==> src/rtl/alu24_pkg.sv <==
// Shared definitions for the bit-serial 24-bit ALU.
// Holds the datapath width, the Ctrl encodings ({BNegate, Op[1:0]}) and the
// sequencer state enum. Imported by alu_bit_slice and alu24_serial.
package alu24_pkg;

    localparam int unsigned WIDTH = 24;
    localparam int unsigned CNT_W = $clog2(WIDTH);

    localparam logic [2:0] CTRL_AND = 3'b000;
    localparam logic [2:0] CTRL_OR  = 3'b001;
    localparam logic [2:0] CTRL_ADD = 3'b010;
    localparam logic [2:0] CTRL_SUB = 3'b110;
    localparam logic [2:0] CTRL_SLT = 3'b111;
    localparam logic [2:0] CTRL_XOR = 3'b011;

    // Slice-level op codes
    localparam logic [1:0] SOP_AND = 2'b00;
    localparam logic [1:0] SOP_OR  = 2'b01;
    localparam logic [1:0] SOP_ADD = 2'b10;
    localparam logic [1:0] SOP_X   = 2'b11;

    typedef enum logic [1:0] {
        ST_IDLE   = 2'd0,
        ST_SHIFT  = 2'd1,
        ST_FINISH = 2'd2
    } state_e;

endpackage

==> src/rtl/alu_bit_slice.sv <==
// One-bit ALU slice driven by the serial sequencer.
// Ports:
//   a, b      operand bits
//   binvert   invert b before use (subtract)
//   cin       carry in
//   less      pass-through bit for set-less-than style chains
//   op        00 AND, 01 OR, 10 ADD, 11 XOR/LESS (see below)
//   result    selected result bit
//   carry_out full-adder carry out (always computed)
// Macro ALU24_SERIAL_XOR_EN: op 11 with binvert=0 gives a ^ b; otherwise
// op 11 passes 'less' through.
module alu_bit_slice
    import alu24_pkg::*;
(
    input  logic       a,
    input  logic       b,
    input  logic       binvert,
    input  logic       cin,
    input  logic       less,
    input  logic [1:0] op,
    output logic       result,
    output logic       carry_out
);

    logic bb;
    logic sum;

    always_comb begin
        bb        = b ^ binvert;
        sum       = a ^ bb ^ cin;
        carry_out = (a & bb) | (a & cin) | (bb & cin);
    end

    always_comb begin
        result = 1'b0;
        case (op)
            SOP_AND: result = a & bb;
            SOP_OR:  result = a | bb;
            SOP_ADD: result = sum;
`ifdef ALU24_SERIAL_XOR_EN
            SOP_X:   result = binvert ? less : (a ^ bb);
`else
            SOP_X:   result = less;
`endif
            default: result = 1'b0;
        endcase
    end

endmodule

==> src/rtl/alu24_serial.sv <==
// Bit-serial 24-bit ALU sequencer. Captures a full-width operation, feeds one
// alu_bit_slice LSB-first for WIDTH cycles with registered carry feedback,
// then publishes the assembled result and flags with a one-cycle done pulse.
// Ports:
//   clk, rst    rising-edge clock, asynchronous active-high reset
//   start       request, accepted in IDLE or on the done cycle
//   a, b, ctrl  operands and {BNegate, Op[1:0]}, captured on acceptance
//   result      final result, held until the next done
//   carry_out   MSB carry (ADD/SUB only)
//   overflow    signed overflow (ADD/SUB/SLT only)
//   zero        result == 0
//   busy        high during the WIDTH shift cycles
//   done        one-cycle pulse, outputs valid from this cycle
// Macro ALU24_SERIAL_XOR_EN enables Ctrl 011 (XOR); otherwise it yields 0.
module alu24_serial
    import alu24_pkg::*;
(
    input  logic             clk,
    input  logic             rst,
    input  logic             start,
    input  logic [WIDTH-1:0] a,
    input  logic [WIDTH-1:0] b,
    input  logic [2:0]       ctrl,
    output logic [WIDTH-1:0] result,
    output logic             carry_out,
    output logic             overflow,
    output logic             zero,
    output logic             busy,
    output logic             done
);

    state_e state_q, state_d;

    logic [WIDTH-1:0] a_sh_q, b_sh_q;
    // Only WIDTH-1 bits are stored: the MSB comes live from the slice.
    logic [WIDTH-2:0] r_sh_q;
    logic [2:0]       ctrl_q;
    logic             carry_q;
    logic [CNT_W-1:0] bitcnt_q;

    logic [WIDTH-1:0] result_q;
    logic             cout_q, ovf_q, zero_q;

    logic       accept, last_bit;
    logic [1:0] slice_op;
    logic       slice_res, slice_cout;

    logic [WIDTH-1:0] res_full, res_fin;
    logic             msb_ovf, less_bit, cout_fin, ovf_fin;

    assign accept   = start && (state_q == ST_IDLE || state_q == ST_FINISH);
    assign last_bit = (state_q == ST_SHIFT) && (bitcnt_q == CNT_W'(WIDTH - 1));

    // SLT runs as a subtract through the adder path.
    assign slice_op = (ctrl_q == CTRL_SLT) ? SOP_ADD : ctrl_q[1:0];

    alu_bit_slice u_slice (
        .a         (a_sh_q[0]),
        .b         (b_sh_q[0]),
        .binvert   (ctrl_q[2]),
        .cin       (carry_q),
        .less      (1'b0),
        .op        (slice_op),
        .result    (slice_res),
        .carry_out (slice_cout)
    );

    // Final result/flags, evaluated while the MSB slice is active.
    always_comb begin
        res_full = {slice_res, r_sh_q};
        msb_ovf  = carry_q ^ slice_cout;
        less_bit = slice_res ^ msb_ovf;
        res_fin  = '0;
        cout_fin = 1'b0;
        ovf_fin  = 1'b0;
        case (ctrl_q)
            CTRL_AND, CTRL_OR: begin
                res_fin = res_full;
            end
            CTRL_ADD, CTRL_SUB: begin
                res_fin  = res_full;
                cout_fin = slice_cout;
                ovf_fin  = msb_ovf;
            end
            CTRL_SLT: begin
                res_fin = {{(WIDTH - 1){1'b0}}, less_bit};
                ovf_fin = msb_ovf;
            end
`ifdef ALU24_SERIAL_XOR_EN
            CTRL_XOR: begin
                res_fin = res_full;
            end
`endif
            default: begin
                res_fin = '0;
            end
        endcase
    end

    // State register
    always_ff @(posedge clk or posedge rst) begin
        if (rst) begin
            state_q <= ST_IDLE;
        end else begin
            state_q <= state_d;
        end
    end

    // Next-state logic
    always_comb begin
        state_d = state_q;
        case (state_q)
            ST_IDLE:   if (start) state_d = ST_SHIFT;
            ST_SHIFT:  if (last_bit) state_d = ST_FINISH;
            ST_FINISH: state_d = start ? ST_SHIFT : ST_IDLE;
            default:   state_d = ST_IDLE;
        endcase
    end

    // Outputs decoded from registered state only
    always_comb begin
        busy = (state_q == ST_SHIFT);
        done = (state_q == ST_FINISH);
    end

    // Datapath
    always_ff @(posedge clk or posedge rst) begin
        if (rst) begin
            a_sh_q   <= '0;
            b_sh_q   <= '0;
            r_sh_q   <= '0;
            ctrl_q   <= '0;
            carry_q  <= 1'b0;
            bitcnt_q <= '0;
            result_q <= '0;
            cout_q   <= 1'b0;
            ovf_q    <= 1'b0;
            zero_q   <= 1'b1;
        end else if (accept) begin
            a_sh_q   <= a;
            b_sh_q   <= b;
            ctrl_q   <= ctrl;
            carry_q  <= ctrl[2];
            bitcnt_q <= '0;
        end else if (state_q == ST_SHIFT) begin
            a_sh_q   <= {1'b0, a_sh_q[WIDTH-1:1]};
            b_sh_q   <= {1'b0, b_sh_q[WIDTH-1:1]};
            r_sh_q   <= {slice_res, r_sh_q[WIDTH-2:1]};
            carry_q  <= slice_cout;
            bitcnt_q <= bitcnt_q + 1'b1;
            if (last_bit) begin
                result_q <= res_fin;
                cout_q   <= cout_fin;
                ovf_q    <= ovf_fin;
                zero_q   <= (res_fin == '0);
            end
        end
    end

    assign result    = result_q;
    assign carry_out = cout_q;
    assign overflow  = ovf_q;
    assign zero      = zero_q;

endmodule

==> config.mk <==
export PLATFORM = sky130hd
export DESIGN_NAME = alu24_serial
export DESIGN_NICKNAME = d
export VERILOG_FILES = /design/src/rtl/alu24_pkg.sv /design/src/rtl/alu_bit_slice.sv /design/src/rtl/alu24_serial.sv
export SDC_FILE = /design/constraint.sdc
export NUM_CORES = 1
export LEC_CHECK = 0
export CAP_MARGIN = 40
export CORE_ASPECT_RATIO = 1.25
export CORE_UTILIZATION = 35
export DETAILED_ROUTE_END_ITERATION = 8
export GPL_TIMING_DRIVEN = 0
export PLACE_DENSITY_LB_ADDON = 0.15
export SKIP_CTS_REPAIR_TIMING = 1
export SYNTH_ARGS = -nofsm -noshare
export SYNTH_HDL_FRONTEND = slang
export SYNTH_SLANG_ARGS = --single-unit
==> constraint.sdc <==
create_clock -name clk -period 3.3 [get_ports clk]
set_input_delay 0.66 -clock clk [delete_from_list [all_inputs] [get_ports clk]]
set_output_delay 0.66 -clock clk [all_outputs]
set_load 0.02 [all_outputs]
-- Word level (Yosys, flattened, before mapping)
Cells that the tools add are included.
- add/sub/neg operators: 1
- multiply operators: 0
- divide/modulo/power cells: 0
- magnitude comparators: 0
- eq/ne operators: 12
- shift operators: 0
- multiplexer cells: 17
- bitwise operators: 12
- reductions and logical operators: 14
- operators with widths (kind ; number):
    two-way mux 24 bit ; 4
    one-hot mux 24 bit (2 select lines) ; 1
    logical NOT 24 bit ; 1
    two-way mux 5 bit ; 2
    equality test 2 bit, second input constant ; 3
    equality test 3 bit, second input constant ; 2
    two-way mux 2 bit ; 3
    one-hot mux 2 bit (3 select lines) ; 1
    adder 5 x 1 -> 5 bit, second input constant ; 1
    equality test 5 bit, second input constant ; 1
    two-way mux 1 bit ; 5
    XOR 1 bit ; 5
    equality test 2 x 1 -> 1 bit, second input constant ; 2
    logical NOT 2 bit ; 2
    one-hot mux 1 bit (4 select lines) ; 1
    AND reduction 2 bit ; 2
    OR reduction 4 bit ; 1
    bitwise AND 1 bit ; 3
    equality test 3 x 1 -> 1 bit, second input constant ; 1
    equality test 3 x 2 -> 1 bit, second input constant ; 1
    logical NOT 3 bit ; 1
    bitwise OR 1 bit ; 3
    AND reduction 3 bit ; 1
    OR reduction 3 bit ; 1
    other kinds (7) ; 8
- register bits: 109
- bits in latches: 0
- bits in writable memories: 0
- bits in read-only memories: 0
- bits of input ports: 54
- output and inout bits: 29
- memories: 0

-- Longest topological paths before layout
Gate-level depths: netlist (run 1).
- depth in word-level cells: 8
- depth in mapped cells: 9

-- Modules after synthesis
From an unflattened synthesis (run 1), not the netlist that was laid out.
- cells, all modules: 490
- area, all modules: 4702.0 um^2
- modules (own cells, without submodules) (module ; times used ; cells an instance ; area an instance (um^2)):
    alu24_serial ; 1 ; 482 ; 4614.4
    alu_bit_slice ; 1 ; 8 ; 87.6

-- Worst setup path after synthesis (run 1)
Ideal clock, no wire load.
- path kind: register to register
- start point: register ctrl_q[2]
- end point: register zero_q, in the netlist zero
- setup time: 80 ps
- arrival: 2048 ps
- slack: 1172 ps
- stages on the path, launching flop included: 8
- path buffers: 0
- period minus slack after synthesis: 2128 ps
- cells stage by stage: dfrtp_1 > xor2_1 > inv_1 > fa_1 > a221o_1 > xor2_1 > o21a_1 > a32o_1
- word-level cells in the longest chain between the ends: 8
- elaborated cells between the ends (all ways): 24
- those cells by class: 7 x eq/ne; 3 x mux; 10 x bitwise; 4 x reduce/logical
- ends and longest elaborated chain (element ; RTL line ; text):
    start: declaration ; alu24_serial.sv:37 ; logic [2:0] ctrl_q;
    start signal: assignment ; alu24_serial.sv:142 ; ctrl_q <= ctrl;
    branches (longest 6 deep; another with one-hot mux 1 bit (4 select lines)) ; -- ;
    one-hot mux 24 bit (2 select lines) * ; alu24_serial.sv:76 ; case (ctrl_q)
    logical NOT 24 bit * ; alu24_serial.sv:155 ; zero_q <= (res_fin == '0);
    end signal: assignment ; alu24_serial.sv:155 ;
    end: declaration ; alu24_serial.sv:42 ; logic cout_q, ovf_q, zero_q;
Every way passes the cells marked *.
A chain may end at the register's enable or synchronous reset.

-- Final worst setup path (run 1)
- start point: register state_q[1]
- end point: output busy
- word-level cells in the longest chain between the ends: 1
- ends and longest elaborated chain (element ; RTL line ; text):
    start: declaration ; alu24_serial.sv:32 ; state_e state_q, state_d;
    start signal: assignment ; alu24_serial.sv:105 ; state_q <= state_d;
    equality test 2 x 1 -> 1 bit ; alu24_serial.sv:122 ; busy = (state_q == ST_SHIFT);
    end: declaration ; alu24_serial.sv:28 ; output logic busy,
Every way passes these cells.

==> flow_metrics.env, run 1 <==
export IMPL_grt_pass1_vias=3541
export IMPL_critical_path_required_ns=2.64
export IMPL_rsz_0062_raised_after_global_routing="false"
export IMPL_worstPathCellList="nand2b_1 > inv_1 > buf_1 > clkdlybuf4s50_1"
export IMPL_die_area_um2=13490
export IMPL_rows=46
export IMPL_antenna_cell_count=0
export IMPL_worst_slew_margin_rel_pct=64.61
export IMPL_synth_warnings=0
export IMPL_fin_tns_setup_ns=0
export IMPL_timing_rr_start="ctrl_q[2]"
export IMPL_worstReg2RegEnd="zero"
export IMPL_routabilityCongestion=0.7858
export IMPL_grt_pass1_wl_um=16960
export IMPL_worst_ep_arrival_time_ns=2.34
export IMPL_cts_made_buffers=9
export IMPL_antenna_violations_before_repair=0
export IMPL_grt_util_all_layers_pct=15.97
export IMPL_worstSetupStartpointType="flip-flop"
export IMPL_die_height_um=129.6
export IMPL_postSynthNetCount=547
export IMPL_clkSlewWorstSetupHoldPaths_ns=0.07
export IMPL_cts_sinks=109
export IMPL_critPathMaxFanout=13
export IMPL_clock_root_buffer="sky130_fd_sc_hd__clkbuf_16"
export IMPL_finalCritPeriodShare_pct=91.02
export IMPL_drt_pass1_iter_count=4
export IMPL_vias=3661
export IMPL_vias_per_cell=4.836
export IMPL_cts_htree_levels=3
export IMPL_dp_worst_setup_slack_ns=0.4409
export IMPL_final_hold_viol_count=0
export IMPL_post_route_min_period_ns=3.004
export IMPL_post_synth_inst_count=489
export IMPL_layout_cells_sized_above_1_pct=4.075
export IMPL_io_pin_count=83
export IMPL_hpwl_um=7287
export IMPL_ys_seq_area_share_pct=59.87
export IMPL_worst_r2r_setup_slack_ns=0.98
export IMPL_setup_viol=0
export IMPL_cpMaxStageDelayCell="sky130_fd_sc_hd__clkdlybuf4s50_1"
export IMPL_worst_setup_path_start="state_q[1]"
export IMPL_pin_count_of_the_biggest_net_entering_global_routing=39
export IMPL_initial_core_util_pct=35.84
export IMPL_fmax_mhz=332.9
export IMPL_status="completed"
export IMPL_area_growth_syn_to_layout_pct=31.02
export IMPL_avgRoutedWirePerCell_um=13.33
export IMPL_layout_common_cells="sky130_fd_sc_hd__nand2_1, sky130_fd_sc_hd__dfrtp_1, sky130_fd_sc_hd__clkdlybuf4s50_1, sky130_fd_sc_hd__a22oi_1, sky130_fd_sc_hd__nand3_1"
export IMPL_nNetsFinal=642
export IMPL_grt_overflow_total=0
export IMPL_clk_insertion_delay_late_ns=0.35
export IMPL_maxCapViolCount=0
export IMPL_worst_hold_path_type="flip-flop to flip-flop"
export IMPL_peakVddDrop_v=0.0002987
export IMPL_finalWorstSetupSlack_ns=0.2963
export IMPL_mappedNetlistArea_um2=4558
export IMPL_drc_viols=0
export IMPL_die_outline_width_um=104.1
export IMPL_layout_cells_most_common="sky130_fd_sc_hd__nand2_1"
export IMPL_leakage_power_total_nw=2.885
export IMPL_crit_end="busy"
export IMPL_delay_of_the_slowest_cell_on_the_worst_path_ns=0.69
export IMPL_drt_wl_total_um=10090
export IMPL_slew_viol_final=0
export IMPL_setup_worst_path_end_class="output port"
export IMPL_synth_seq_cells=109
export IMPL_rr_worst_depth=7
export IMPL_ant_nets=0
export IMPL_io_buffer_count=82
export IMPL_cts_max_path_buffers=2
export IMPL_power_density_nw_per_um2=878.1
export IMPL_skew_ns=0.01081
export IMPL_min_path_cells=2
export IMPL_criticalPathCategory="flip-flop to output port"
export IMPL_ys_types=35
export IMPL_drt_iter0_markers=141
export IMPL_core_region_area_um2=12720
export IMPL_cts_tree="done"
export IMPL_tightestPinTransition_ns=0.5260
export IMPL_total_power_w=0.005244
export IMPL_post_synth_cell_area_avg_um2=9.321
## sequential cells by signal, indices dropped and copies added (netlist names)
name       count
a_sh_q        24
b_sh_q        24
bitcnt_q       5
carry_out      1
carry_q        1
ctrl_q         3
overflow       1
r_sh_q        23
result        24
state_q        2
zero           1
## synthesized netlist by cell type (all sizes together)
cell / n / share of area (%)
nor2: 9 / 0.74
nand2: 215 / 18
clkbuf: 19 / 1.6
a32o: 1 / 0.22
o41ai: 2 / 0.38
o21a: 1 / 0.16
xor2: 4 / 0.77
clkinv: 1 / 0.082
nor4: 4 / 0.55
a22oi: 45 / 7.4
fa: 1 / 0.44
a2bb2oi: 1 / 0.19
buf: 12 / 1.2
o32ai: 1 / 0.19
o21ai: 10 / 1.1
nor3: 2 / 0.22
dfstp: 1 / 0.58
nor2b: 2 / 0.27
nand4: 3 / 0.41
a221o: 2 / 0.44
a22o: 3 / 0.58
nand3: 24 / 2.6
mux2i: 1 / 0.22
dfrtp: 108 / 59
nand2b: 3 / 0.41
o211ai: 1 / 0.16
inv: 6 / 0.49
ha: 3 / 0.82
xnor2: 1 / 0.19
or4: 1 / 0.16
and4b: 1 / 0.22
or2b: 1 / 0.16
## logic make-up after synthesis
kind of cell,Yosys count,share of synthesized area (%)
simple gates,265,23.50
flops,109,59.87
compound gates,67,10.84
buf+inv,38,3.349
xor+xnor,5,0.9607
fa+ha+maj,4,1.263
mux,1,0.2196
## through the flow
stage | cells | utilization, % | cell area, µm² | hold WS, ns
floorplan | 489 | - | 4562 | 0.4394
detailed placement | 742 | 44.44 | 5653 | 0.4563
global route | 757 | 46.95 | 5972 | 0.4901
global placement | 739 | 43.97 | 5593 | 0.4514
finish | 757 | 46.95 | 5972 | 0.4670
CTS | 758 | 46.98 | 5976 | 0.4725
## final cells by class
| class | instances | area [µm²] |
|---|---|---|
| Fill cell | 1233 | 6748 |
| Sequential cell | 109 | 2729 |
| Multi-Input combinational cell | 342 | 1677 |
| Timing Repair Buffer | 85 | 880.8 |
| Clock buffer | 9 | 225.2 |
| Tap cell | 168 | 210.2 |
| Buffer | 30 | 122.6 |
| Clock inverter | 7 | 97.59 |
| Inverter | 7 | 30.03 |
## layer usage
metal,track usage (%),up-vias,wire length [µm],share of wire (%)
li1,-,1813,-,-
met1,19.82,1758,4485,44
met2,26.39,77,4900,49
met3,4.326,13,495,4.9
met4,6.891,0,212,2.1
met5,0,-,0,0
## critical path, delay by kind of cell, from the launching register on
| family | cells | cell delay (ns) |
|---|---|---|
| and+or+nand+nor | 1 | 0.16 |
| buffers and inverters | 3 | 1.46 |
| DFF | 1 | 0.37 |
## how the worst min path moves through the flow
stage	startpoint	endpoint
final	result[13]	result[13]
after global routing	result[6]	result[6]
after CTS	result[13]	result[13]
after detailed placement	result[13]	result[13]
after global placement	result[5]	result[5]
after floorplan	r_sh_q[0]	r_sh_q[0]
## power breakdown
| group | switching (W) | internal [W] | leakage [nW] |
|---|---|---|---|
| Sequential | 0.000375 | 0.00189 | 1.41 |
| Clock | 0.000495 | 0.000668 | 0.152 |
| Combinational | 0.00103 | 0.000789 | 1.32 |
Power figures use the tool's default switching activity.
==> inputs of run 2 (changes only) <==
Settings changed: DONT_BUFFER_PORTS set to 1.
==> flow_metrics.env, run 2 (synthesis gave the netlist of run 1 again) <==
export IMPL_critPathMaxFanout=10
export IMPL_grt_pass1_wl_um=17500
export IMPL_fin_tns_setup_ns=0
export IMPL_clk_insertion_delay_late_ns=0.34
export IMPL_die_height_um=129.6
export IMPL_switchingPower_w=0.001897
export IMPL_power_report_internal_total_w=0.003139
export IMPL_core_region_area_um2=12720
export IMPL_layout_cells_sized_above_1_pct=4.724
export IMPL_ant_nets=0
export IMPL_tightestPinTransition_ns=0.6236
export IMPL_rows=46
export IMPL_io_pin_count=83
export IMPL_criticalPathCategory="flip-flop to output port"
export IMPL_setup_viol=0
export IMPL_antenna_violations_before_repair=0
export IMPL_pwr_share_clk_pct=23.8
export IMPL_setup_worst_path_end_class="output port"
export IMPL_critical_path_required_ns=2.64
export IMPL_timing_rr_start="ctrl_q[2]"
export IMPL_nNetsFinal=561
export IMPL_worst_hold_path_type="input port to async pin"
export IMPL_cts_max_path_buffers=2
export IMPL_worst_slew_margin_rel_pct=58.43
export IMPL_fmax_mhz=376.9
export IMPL_grt_overflow_total=0
export IMPL_layout_cells_most_common="sky130_fd_sc_hd__nand2_1"
export IMPL_slew_viol_final=0
export IMPL_seq_power_share_pct=47.9
export IMPL_vias=3358
export IMPL_leakage_power_total_nw=2.582
export IMPL_grt_pass1_vias=3457
export IMPL_maxCapViolCount=0
export IMPL_rsz_0062_raised_after_global_routing="false"
export IMPL_area_growth_syn_to_layout_pct=13.29
export IMPL_cts_htree_levels=3
export IMPL_clkSlewWorstSetupHoldPaths_ns=0.07
export IMPL_drt_wl_total_um=10510
export IMPL_layout_common_cells="sky130_fd_sc_hd__nand2_1, sky130_fd_sc_hd__dfrtp_1, sky130_fd_sc_hd__a22oi_1, sky130_fd_sc_hd__nand3_1, sky130_fd_sc_hd__clkbuf_1"
export IMPL_skew_ns=0.007826
export IMPL_drt_pass1_iter_count=4
export IMPL_power_switching_share_pct=37.67
export IMPL_die_area_um2=13490
export IMPL_finalCritPeriodShare_pct=80.40
export IMPL_post_route_util_pct=40.60
export IMPL_cts_sinks=109
export IMPL_avgRoutedWirePerCell_um=15.55
export IMPL_combinationalPowerShare_pct=28.3
export IMPL_io_buffer_count=0
export IMPL_antenna_cell_count=0
export IMPL_post_route_min_period_ns=2.653
export IMPL_vias_per_cell=4.967
export IMPL_worst_r2r_setup_slack_ns=0.95
export IMPL_routabilityCongestion=0.7312
export IMPL_peakVddDrop_v=0.0003484
export IMPL_cts_made_buffers=9
export IMPL_clock_root_buffer="sky130_fd_sc_hd__clkbuf_16"
export IMPL_rr_worst_depth=7
export IMPL_worst_ep_arrival_time_ns=1.99
export IMPL_initial_core_util_pct=35.84
export IMPL_cts_tree="done"
export IMPL_hpwl_um=7495
export IMPL_pin_count_of_the_biggest_net_entering_global_routing=37
export IMPL_drc_viols=0
export IMPL_worstReg2RegEnd="zero"
export IMPL_status="completed"
export IMPL_final_hold_viol_count=0
export IMPL_fillerInstances=1313
export IMPL_drt_iter0_markers=116
export IMPL_die_outline_width_um=104.1
export IMPL_power_density_nw_per_um2=975.3
export IMPL_grt_util_all_layers_pct=16.44
export IMPL_worstSetupStartpointType="flip-flop"
run 2: final cells by class:
class | instances | area, µm² | share of cell area (%)
clock inverters | 6 | 92.59 | 1.793
inverters | 7 | 30.03 | 0.5815
well taps | 168 | 210.2 | 4.071
plain buffers | 31 | 126.4 | 2.447
multi-input cells | 342 | 1677 | 32.47
clock buffers | 10 | 239.0 | 4.628
flip-flops and latches | 109 | 2729 | 52.85
repair buffers | 3 | 60.06 | 1.163
run 2: critical path: stages (launching register included):
cell,delay (ns)
sky130_fd_sc_hd__dfrtp_1,0.37
sky130_fd_sc_hd__nand2b_1,0.16
sky130_fd_sc_hd__inv_1,0.11
sky130_fd_sc_hd__clkbuf_1,0.46
sky130_fd_sc_hd__buf_1,0.55
run 2: how the worst max path moves through the flow:
stage                from   endpoint  slack, ns
2_1_floorplan   ctrl_q[2]       zero       1.17
3_3_place_gp          rst  b_sh_q[8]       0.69
3_5_place_dp   state_q[1]       busy       0.97
4_1_cts        state_q[1]       busy       0.59
5_1_grt        state_q[1]       busy       0.50
6_report       state_q[1]       busy       0.65
run 2: routing by layer:
| layer | track usage (%) | vias to the layer above | share of wire [%] |
|---|---|---|---|
| li1 | - | 1653 | - |
| met1 | 19.68 | 1623 | 43 |
| met2 | 27.92 | 69 | 49 |
| met3 | 4.427 | 13 | 5.4 |
| met4 | 7.311 | 0 | 2.0 |
| met5 | 0 | - | 0 |
run 2: power groups by stage:
| stage | registers, W | logic, W | clock network [W] |
|---|---|---|---|
| final | 0.00241 | 0.00143 | 0.00120 |
| after CTS | 0.00242 | 0.00146 | 0.00123 |
| after detailed placement | 0.00244 | 0.00146 | 0 |
| after global placement | 0.00242 | 0.00139 | 0 |
| after floorplan | 0.00231 | 0.00115 | 0 |
| after global routing | 0.00249 | 0.00167 | 0.00128 |
run 2: stage by stage:
stage	std cells	cell area, µm²	total power (W)	hold WS, ns	worst slack, ns
5_1_grt	676	5164	0.005430	0.1999	0.5001
2_1_floorplan	489	4562	0.003463	0.4394	1.172
3_3_place_gp	657	4772	0.003812	0.4588	0.6857
3_5_place_dp	660	4832	0.003899	0.4600	0.9747
4_1_cts	676	5164	0.005112	0.2000	0.5930
6_report	676	5164	0.005036	0.1892	0.6467
